<file path="src/rtl/demux_sel_sequencer.sv">
// demux_sel_sequencer: drives one-hot select and registered data bit for a 1:4 demux, auto round-robin or host-picked
module demux_sel_sequencer #(
  parameter int N_CH    = 4,
  parameter int DWELL_W = 8
) (
  input  logic               i_clk,
  input  logic               i_rst,
  input  logic               i_en,
  input  logic               i_mode,
  input  logic [DWELL_W-1:0] i_dwell,
  input  logic               i_req,
  input  logic [1:0]         i_ch_idx,
  output logic               o_ack,
  input  logic               i_data,
  output logic               o_a,
  output logic [N_CH-1:0]    o_sel_code,
  output logic [1:0]         o_ch_idx,
  output logic               o_busy,
  output logic               o_wrap
);
  localparam logic [1:0] IDLE = 2'd0, AUTO = 2'd1, MAN = 2'd2;
  logic [1:0] state, state_n, ch, ch_n;
  logic [DWELL_W-1:0] cnt, cnt_n, reload;
  logic ack_n, wrap_n, busy_n;
  // counter holds remaining cycles minus one, so a dwell of 0 behaves like 1
  assign reload = (i_dwell == '0) ? '0 : i_dwell - DWELL_W'(1);
  assign busy_n = state_n != IDLE;
  always_comb begin
    state_n = state;
    ch_n    = ch;
    cnt_n   = cnt;
    ack_n   = 1'b0;
    wrap_n  = 1'b0;
    if (!i_en) begin
      state_n = IDLE;
      ch_n    = '0;
      cnt_n   = '0;
    end else if (state == IDLE) begin
      state_n = i_mode ? MAN : AUTO;
      ch_n    = '0;
      cnt_n   = i_mode ? '0 : reload;
    end else if (state == AUTO && i_mode) begin
      state_n = MAN;
    end else if (state != AUTO && !i_mode) begin
      state_n = AUTO;
      cnt_n   = reload;
    end else if (state == AUTO) begin
      cnt_n  = (cnt != '0) ? cnt - DWELL_W'(1) : reload;
      ch_n   = (cnt != '0) ? ch : ch + 2'd1;
      wrap_n = (cnt == '0) && (ch == 2'd3);
    end else if (i_req) begin
      ch_n  = i_ch_idx;
      ack_n = 1'b1;
    end
  end
  always_ff @(posedge i_clk) begin
    if (i_rst) begin
      state      <= IDLE;
      ch         <= '0;
      cnt        <= '0;
      o_ack      <= 1'b0;
      o_wrap     <= 1'b0;
      o_a        <= 1'b0;
      o_sel_code <= '0;
      o_ch_idx   <= '0;
      o_busy     <= 1'b0;
    end else begin
      state      <= state_n;
      ch         <= ch_n;
      cnt        <= cnt_n;
      o_ack      <= ack_n;
      o_wrap     <= wrap_n;
      o_a        <= i_data & busy_n;
      o_sel_code <= busy_n ? N_CH'(1) << ch_n : '0;
      o_ch_idx   <= ch_n;
      o_busy     <= busy_n;
    end
  end
endmodule
</file>
<file path="config.mk">
export PLATFORM = sky130hd
export DESIGN_NAME = demux_sel_sequencer
export DESIGN_NICKNAME = d
export VERILOG_FILES = /design/src/rtl/demux_sel_sequencer.sv
export SDC_FILE = /design/constraint.sdc
export NUM_CORES = 1
export LEC_CHECK = 0
export ABC_AREA = 1
export BUFFER_PORTS_ARGS = -buffer_cell sky130_fd_sc_hd__buf_2
export CAP_MARGIN = 5
export CORE_MARGIN = 4
export CORE_UTILIZATION = 40
export CTS_CLUSTER_SIZE = 8
export DETAILED_ROUTE_END_ITERATION = 7
export GPL_ROUTABILITY_DRIVEN = 0
export HOLD_SLACK_MARGIN = 0.1
export PLACE_DENSITY_LB_ADDON = 0.25
export RECOVER_POWER = 100
export SETUP_SLACK_MARGIN = 0.4
export SLEW_MARGIN = 20
export SYNTH_ARGS = -nofsm -noshare
export SYNTH_HDL_FRONTEND = slang
export SYNTH_SLANG_ARGS = --single-unit
</file>
<file path="constraint.sdc">
create_clock -name i_clk -period 1.95 [get_ports i_clk]
set_input_delay 0.0975 -clock i_clk [delete_from_list [all_inputs] [get_ports i_clk]]
set_output_delay 0.0975 -clock i_clk [all_outputs]
set_load 0.01 [all_outputs]
</file>
Word level (Yosys, flattened, before mapping)
Cells that the tools add are included.
{"block": "word_totals", "register_bits": 20, "out_inout_bits": 10}
{"block": "op_classes", "bitwise": 4, "reduce_logical": 15, "addsub": 3, "n_eq_ne": 4, "n_shift": 1, "muxes": 20}
{"cell": "8-bit 2-to-1 mux", "count": 7}
{"cell": "2-bit 2-to-1 mux", "count": 12}
{"cell": "8-bit zero test", "count": 2}
{"cell": "8-bit by 1-bit subtractor with 8-bit output, second input constant", "count": 2}
{"cell": "6-bit OR reduction", "count": 2}
{"cell": "8-bit nonzero test", "count": 1}
{"cell": "2-bit OR reduction", "count": 2}
{"cell": "1-bit by 2-bit left shift with 4-bit output, first input constant", "count": 1}
{"cell": "1-bit logical AND", "count": 3}
{"cell": "1-bit inverter", "count": 3}
{"cell": "3-bit nonzero test", "count": 1}
{"cell": "2-bit by 1-bit adder with 2-bit output, second input constant", "count": 1}
{"cell": "2-bit by 1-bit equality test with 1-bit output, second input constant", "count": 1}
{"cell": "2-bit equality test, second input constant", "count": 1}
{"cell": "2-bit zero test", "count": 1}
{"cell": "2-bit by 1-bit != test with 1-bit output, second input constant", "count": 1}
{"cell": "2-bit != test, second input constant", "count": 1}
{"cell": "2-bit AND reduction", "count": 1}
{"cell": "2-bit nonzero test", "count": 1}
{"cell": "1-bit bitwise AND", "count": 1}
{"cell": "1-bit zero test", "count": 1}
{"cell": "1-bit 2-to-1 mux", "count": 1}

Depth between registers and ports, before layout
{"block": "logic_depth", "ltp_word": 9, "depth_mapped": 12, "ltp_nobuf": 12}

Least setup slack after synthesis
No wires, ideal clock.
{"block": "synth_path", "path_kind": "register to register", "startpoint": "register state[1]", "endpoint": "register o_sel_code[0]", "arrival_time_ns": 1.251, "slack_ns": 0.588, "n_path_buf": 0, "path_stages_with_launch": 13, "setup_ns": 0.111, "period_less_slack_ns": 1.362, "path_cell_list": "dfxtp_1 inv_2 nand2_1 inv_2 ha_1 nor2_1 o21ai_0 inv_1 nand2_2 nand2_4 nand2_4 inv_2 nor2_1"}
{"block": "synth_via", "elab_chain_cells": 9}
{"element": "start, declared", "line": "22", "source": "logic [1:0] state, state_n, ch, ch_n;"}
{"element": "start signal, assigned", "line": "68", "source": "state <= state_n;"}
{"element": "2-bit by 1-bit != test with 1-bit output", "line": "44", "source": "end else if (state != AUTO && !i_mode) begin"}
{"element": "1-bit logical AND", "line": "44"}
{"element": "2-bit 2-to-1 mux", "line": "44"}
{"element": "2-bit 2-to-1 mux", "line": "42", "source": "end else if (state == AUTO && i_mode) begin"}
{"element": "2-bit 2-to-1 mux", "line": "38", "source": "end else if (state == IDLE) begin"}
{"element": "2-bit 2-to-1 mux", "line": "34", "source": "if (!i_en) begin"}
{"element": "2-bit nonzero test", "line": "27", "source": "assign busy_n = state_n != IDLE;"}
{"element": "1-bit inverter (no source line)"}
{"element": "2-bit OR reduction (no source line)"}
{"element": "end signal, assigned", "line": "74", "source": "o_sel_code <= busy_n ? N_CH'(1) << ch_n : '0;"}
{"element": "end, declared", "line": "16", "source": "output logic [N_CH-1:0] o_sel_code,"}
Parallel ways exist; a longest one is shown, timed or not.
A chain may end at the register's enable or synchronous reset.

Worst setup path after layout
{"block": "layout_path", "startpoint": "register state[0]", "endpoint": "register o_sel_code[0]"}
The elaborated chain is that of the path after synthesis.

==> flow_metrics.py <==
metrics = {
    "critical_path": {
        "worst_setup_path_start_kind": "flop",
        "required_ns": 2.21,
        "slowest_stage": "dfxtp_1",
        "crit_fanout": 5,
        "path_common_cell": "inv_1",
        "cp.arrival_ns": 1.81,
        "crit_type": "flop to flop",
        "crit_path_end_kind": "flop",
        "max_stage_delay_ns": 0.37,
        "path_cells": "nand2_1, inv_1, ha_1, nor2_2, o21ai_0, inv_1, nand2_1, nand2_4, nand2_4, inv_1, nor2_1",
    },
    "yosys": {
        "synth_edf_count": 0,
        "synthMuxAreaShare": 0,
        "synthAdderAreaFrac": 0.0622,
        "ys.flop_type": "dfxtp_1",
        "synth_xor_area_frac": 0.00622,
        "ys_seq_area_frac": 0.284,
        "synthArstFlopShare": 0,
        "syn_inst": 225,
        "syn-num-nets": 248,
        "yosys.area_share.simple": 0.421,
        "ys_seq_elements": 20,
        "synth_compound_area_frac": 0.115,
        "synth_top_family_by_area": "simple AND/OR/NAND/NOR gates",
        "synth_cell_types": 24,
        "syn_area_um2": 1410,
        "avgSynthCellArea_um2": 6.26,
        "yosys_warnings": 0,
    },
    "place": {
        "placed_area_um2": 1600,
        "dp_hpwl_mm": 2.71,
        "pre_cts_slack_ns": 0.430,
        "io_buffers": 25,
    },
    "timing": {
        "finalClockSkew_ns": 0.0105,
        "period_needed_ns": 1.54,
        "fmax_mhz": 647,
        "hold_viol": 0,
        "slew_viol_final": 0,
        "slew_headroom": 0.686,
        "post-route-period-util": 0.792,
        "rsz0062_at_grt": "no",
        "fin_ws_ns": 0.406,
        "tightest_slew_ns": 0.469,
        "setup_violations": 0,
        "tns_ns": 0,
    },
    "routing": {
        "viasPerCell": 4.85,
        "num_vias": 1479,
        "drcViolationCount": 0,
        "drtIter0Drc": 38,
        "wire_per_inst_um": 11.8,
        "ant_nets": 0,
        "dr.pass1.iters": 4,
        "wirelength_mm": 3.59,
    },
    "global_route": {
        "grt_remaining_overflow": 0,
        "grt_pass1_wl_mm": 5.99,
        "grt_max_degree": 13,
        "antenna_found_initial": 0,
        "first_global_vias": 1341,
        "track_usage": 0.169,
    },
    "finish": {
        "area_growth_pct": 20.6,
        "nets": 283,
        "drive_above_1_share": 0.189,
        "stdcell_area_um2": 1700,
        "n_antenna_cell": 0,
        "final_core_util": 0.505,
    },
    "floorplan": {
        "die_area_um2": 4540,
        "die_width_um": 67.3,
        "ios": 26,
        "die_h_um": 67.3,
        "rows": 21,
        "start_util": 0.419,
        "core_region_area_um2": 3360,
    },
    "min_path": {
        "hold_path_class": "input pin to flop",
    },
    "clock_tree": {
        "clk_pin_slew_ns": 0.13,
        "cts_tree": "built",
        "htree_num_levels": 1,
        "clk_path_buf_depth": 2,
        "cts_setup_buffers": 0,
        "clk_latency_ns": 0.32,
        "clock-root-buffer": "clkbuf_4",
        "cts_buffers": 3,
        "clock_sinks": 20,
    },
    "pwr": {
        "power_density_nw_per_um2": 652,
        "p_leak_uw": 0.000836,
        "ir_worst_vdd_uv": 361,
    },
    "run_status": {
        "status": "completed",
    },
    "flow_run": {
        "drv_cap": 0,
    },
}
[flip-flops by register name (all words and copies together) (netlist names)]
| signal | count |
|---|---|
| ch | 2 |
| cnt | 8 |
| o_a | 1 |
| o_ack | 1 |
| o_busy | 1 |
| o_sel_code | 4 |
| o_wrap | 1 |
| state | 2 |
[cells in the final DEF, fill, tap and decap left out]
| cell type | netlist | layout |
|---|---|---|
| nand2_2 | 6 | 7 |
| bufinv_16 | 0 | 1 |
| buf_2 | 0 | 14 |
| nand2_4 | 2 | 2 |
| dlygate4sd3_1 | 0 | 4 |
| inv_1 | 30 | 31 |
| nor2_2 | 5 | 4 |
| nand2_1 | 48 | 47 |
| a31oi_1 | 1 | 1 |
| or2_2 | 1 | 1 |
| buf_4 | 0 | 3 |
| o21ai_0 | 14 | 14 |
| ha_4 | 0 | 1 |
| inv_2 | 8 | 7 |
| clkbuf_4 | 0 | 3 |
| nor3_1 | 1 | 1 |
| nand3_2 | 2 | 2 |
| o211ai_1 | 2 | 2 |
| nor2_4 | 2 | 3 |
| ha_1 | 7 | 6 |
| clkbuf_1 | 1 | 11 |
| xor2_1 | 1 | 1 |
| a21oi_1 | 10 | 10 |
| dfxtp_2 | 0 | 1 |
| nor4_1 | 1 | 1 |
| nor2_1 | 27 | 27 |
| dfxtp_1 | 20 | 19 |
| nand3_1 | 27 | 27 |
| nand4_1 | 4 | 4 |
| o21ai_1 | 4 | 4 |
[synthesized netlist by cell type (4+ instances only)]
master,number,area [µm²]
nor2_1,27,101
a21oi_1,10,50.1
o21ai_0,14,70.1
inv_2,8,30.0
o21ai_1,4,20.0
ha_1,7,87.6
nor2_2,5,31.3
dfxtp_1,20,400
nand2_1,48,180
nand3_1,27,135
nand4_1,4,25.0
nand2_2,6,37.5
inv_1,30,113
[logic make-up after synthesis]
| family | Yosys count |
|---|---|
| simple gates | 126 |
| buf+inv | 40 |
| compound gates | 31 |
| flops | 20 |
| fa+ha+maj | 7 |
| xor+xnor | 1 |
[critical path, delay by kind of cell, from the launching register on]
| kind | cells | cell delay (ns) |
|---|---|---|
| flip-flops | 1 | 0.37 |
| AO/OA/AOI/OAI | 1 | 0.07 |
| AND/OR/NAND/NOR | 6 | 0.53 |
| buffers and inverters | 3 | 0.25 |
| adder cells (fa/ha/maj) | 1 | 0.26 |
[layout make-up]
cell class | instances | area [µm²]
Multi-Input combinational cell | 165 | 871
Sequential cell | 20 | 402
Timing Repair Buffer | 32 | 174
Inverter | 38 | 143
Clock buffer | 3 | 22.5
Clock inverter | 1 | 30.0
Tap cell | 46 | 57.6
Fill cell | 375 | 1660
[report_power, final]
part	switching [µW]	total (µW)	internal, µW	leakage [µW]
clock network	150	358	208	0.0000279
logic	197	310	113	0.000645
registers	14.7	439	425	0.000163
[timing repair]
action / CTS / global route
hold endpoints to repair: 3 / 0
resized for setup: 0 / 13
endpoints found under the setup margin: 0 / 14
hold buffers: 4 / 0
[per-stage QoR]
stage / std cells / hold slack, ns / power, µW
4_1_cts: 305 / 0.135 / 1090
2_1_floorplan: 225 / 0.169 / 661
3_5_place_dp: 297 / 0.310 / 739
6_report: 305 / 0.111 / 1110
5_1_grt: 305 / 0.138 / 1160
3_3_place_gp: 297 / 0.308 / 738
[metal layers]
metal / part of all wire / global-route usage / vias to the layer above / wire length (µm)
met5: 0 / 0 / - / 0
met1: 0.49 / 0.233 / 663 / 1750
li1: - / - / 790 / -
met3: 0.024 / 0.0166 / 5 / 85
met2: 0.47 / 0.281 / 21 / 1700
met4: 0.013 / 0.0456 / 0 / 48
[worst paths after layout]
| path | startpoint | endpoint | slack [ns] | depth (start not counted) |
|---|---|---|---|---|
| max | state[0]$_SDFF_PP0_ | o_sel_code[0]$_SDFF_PP0_ | 0.41 | 11 |
| min | i_mode | o_wrap$_SDFF_PP0_ | 0.11 | 3 |
| max reg2reg | state[0]$_SDFF_PP0_ | o_sel_code[0]$_SDFF_PP0_ | 0.41 | 11 |
| min reg2reg | cnt[1]$_SDFFE_PP0P_ | cnt[1]$_SDFFE_PP0P_ | 0.49 | 2 |
Note: power is estimated with default switching activity, not from simulation.
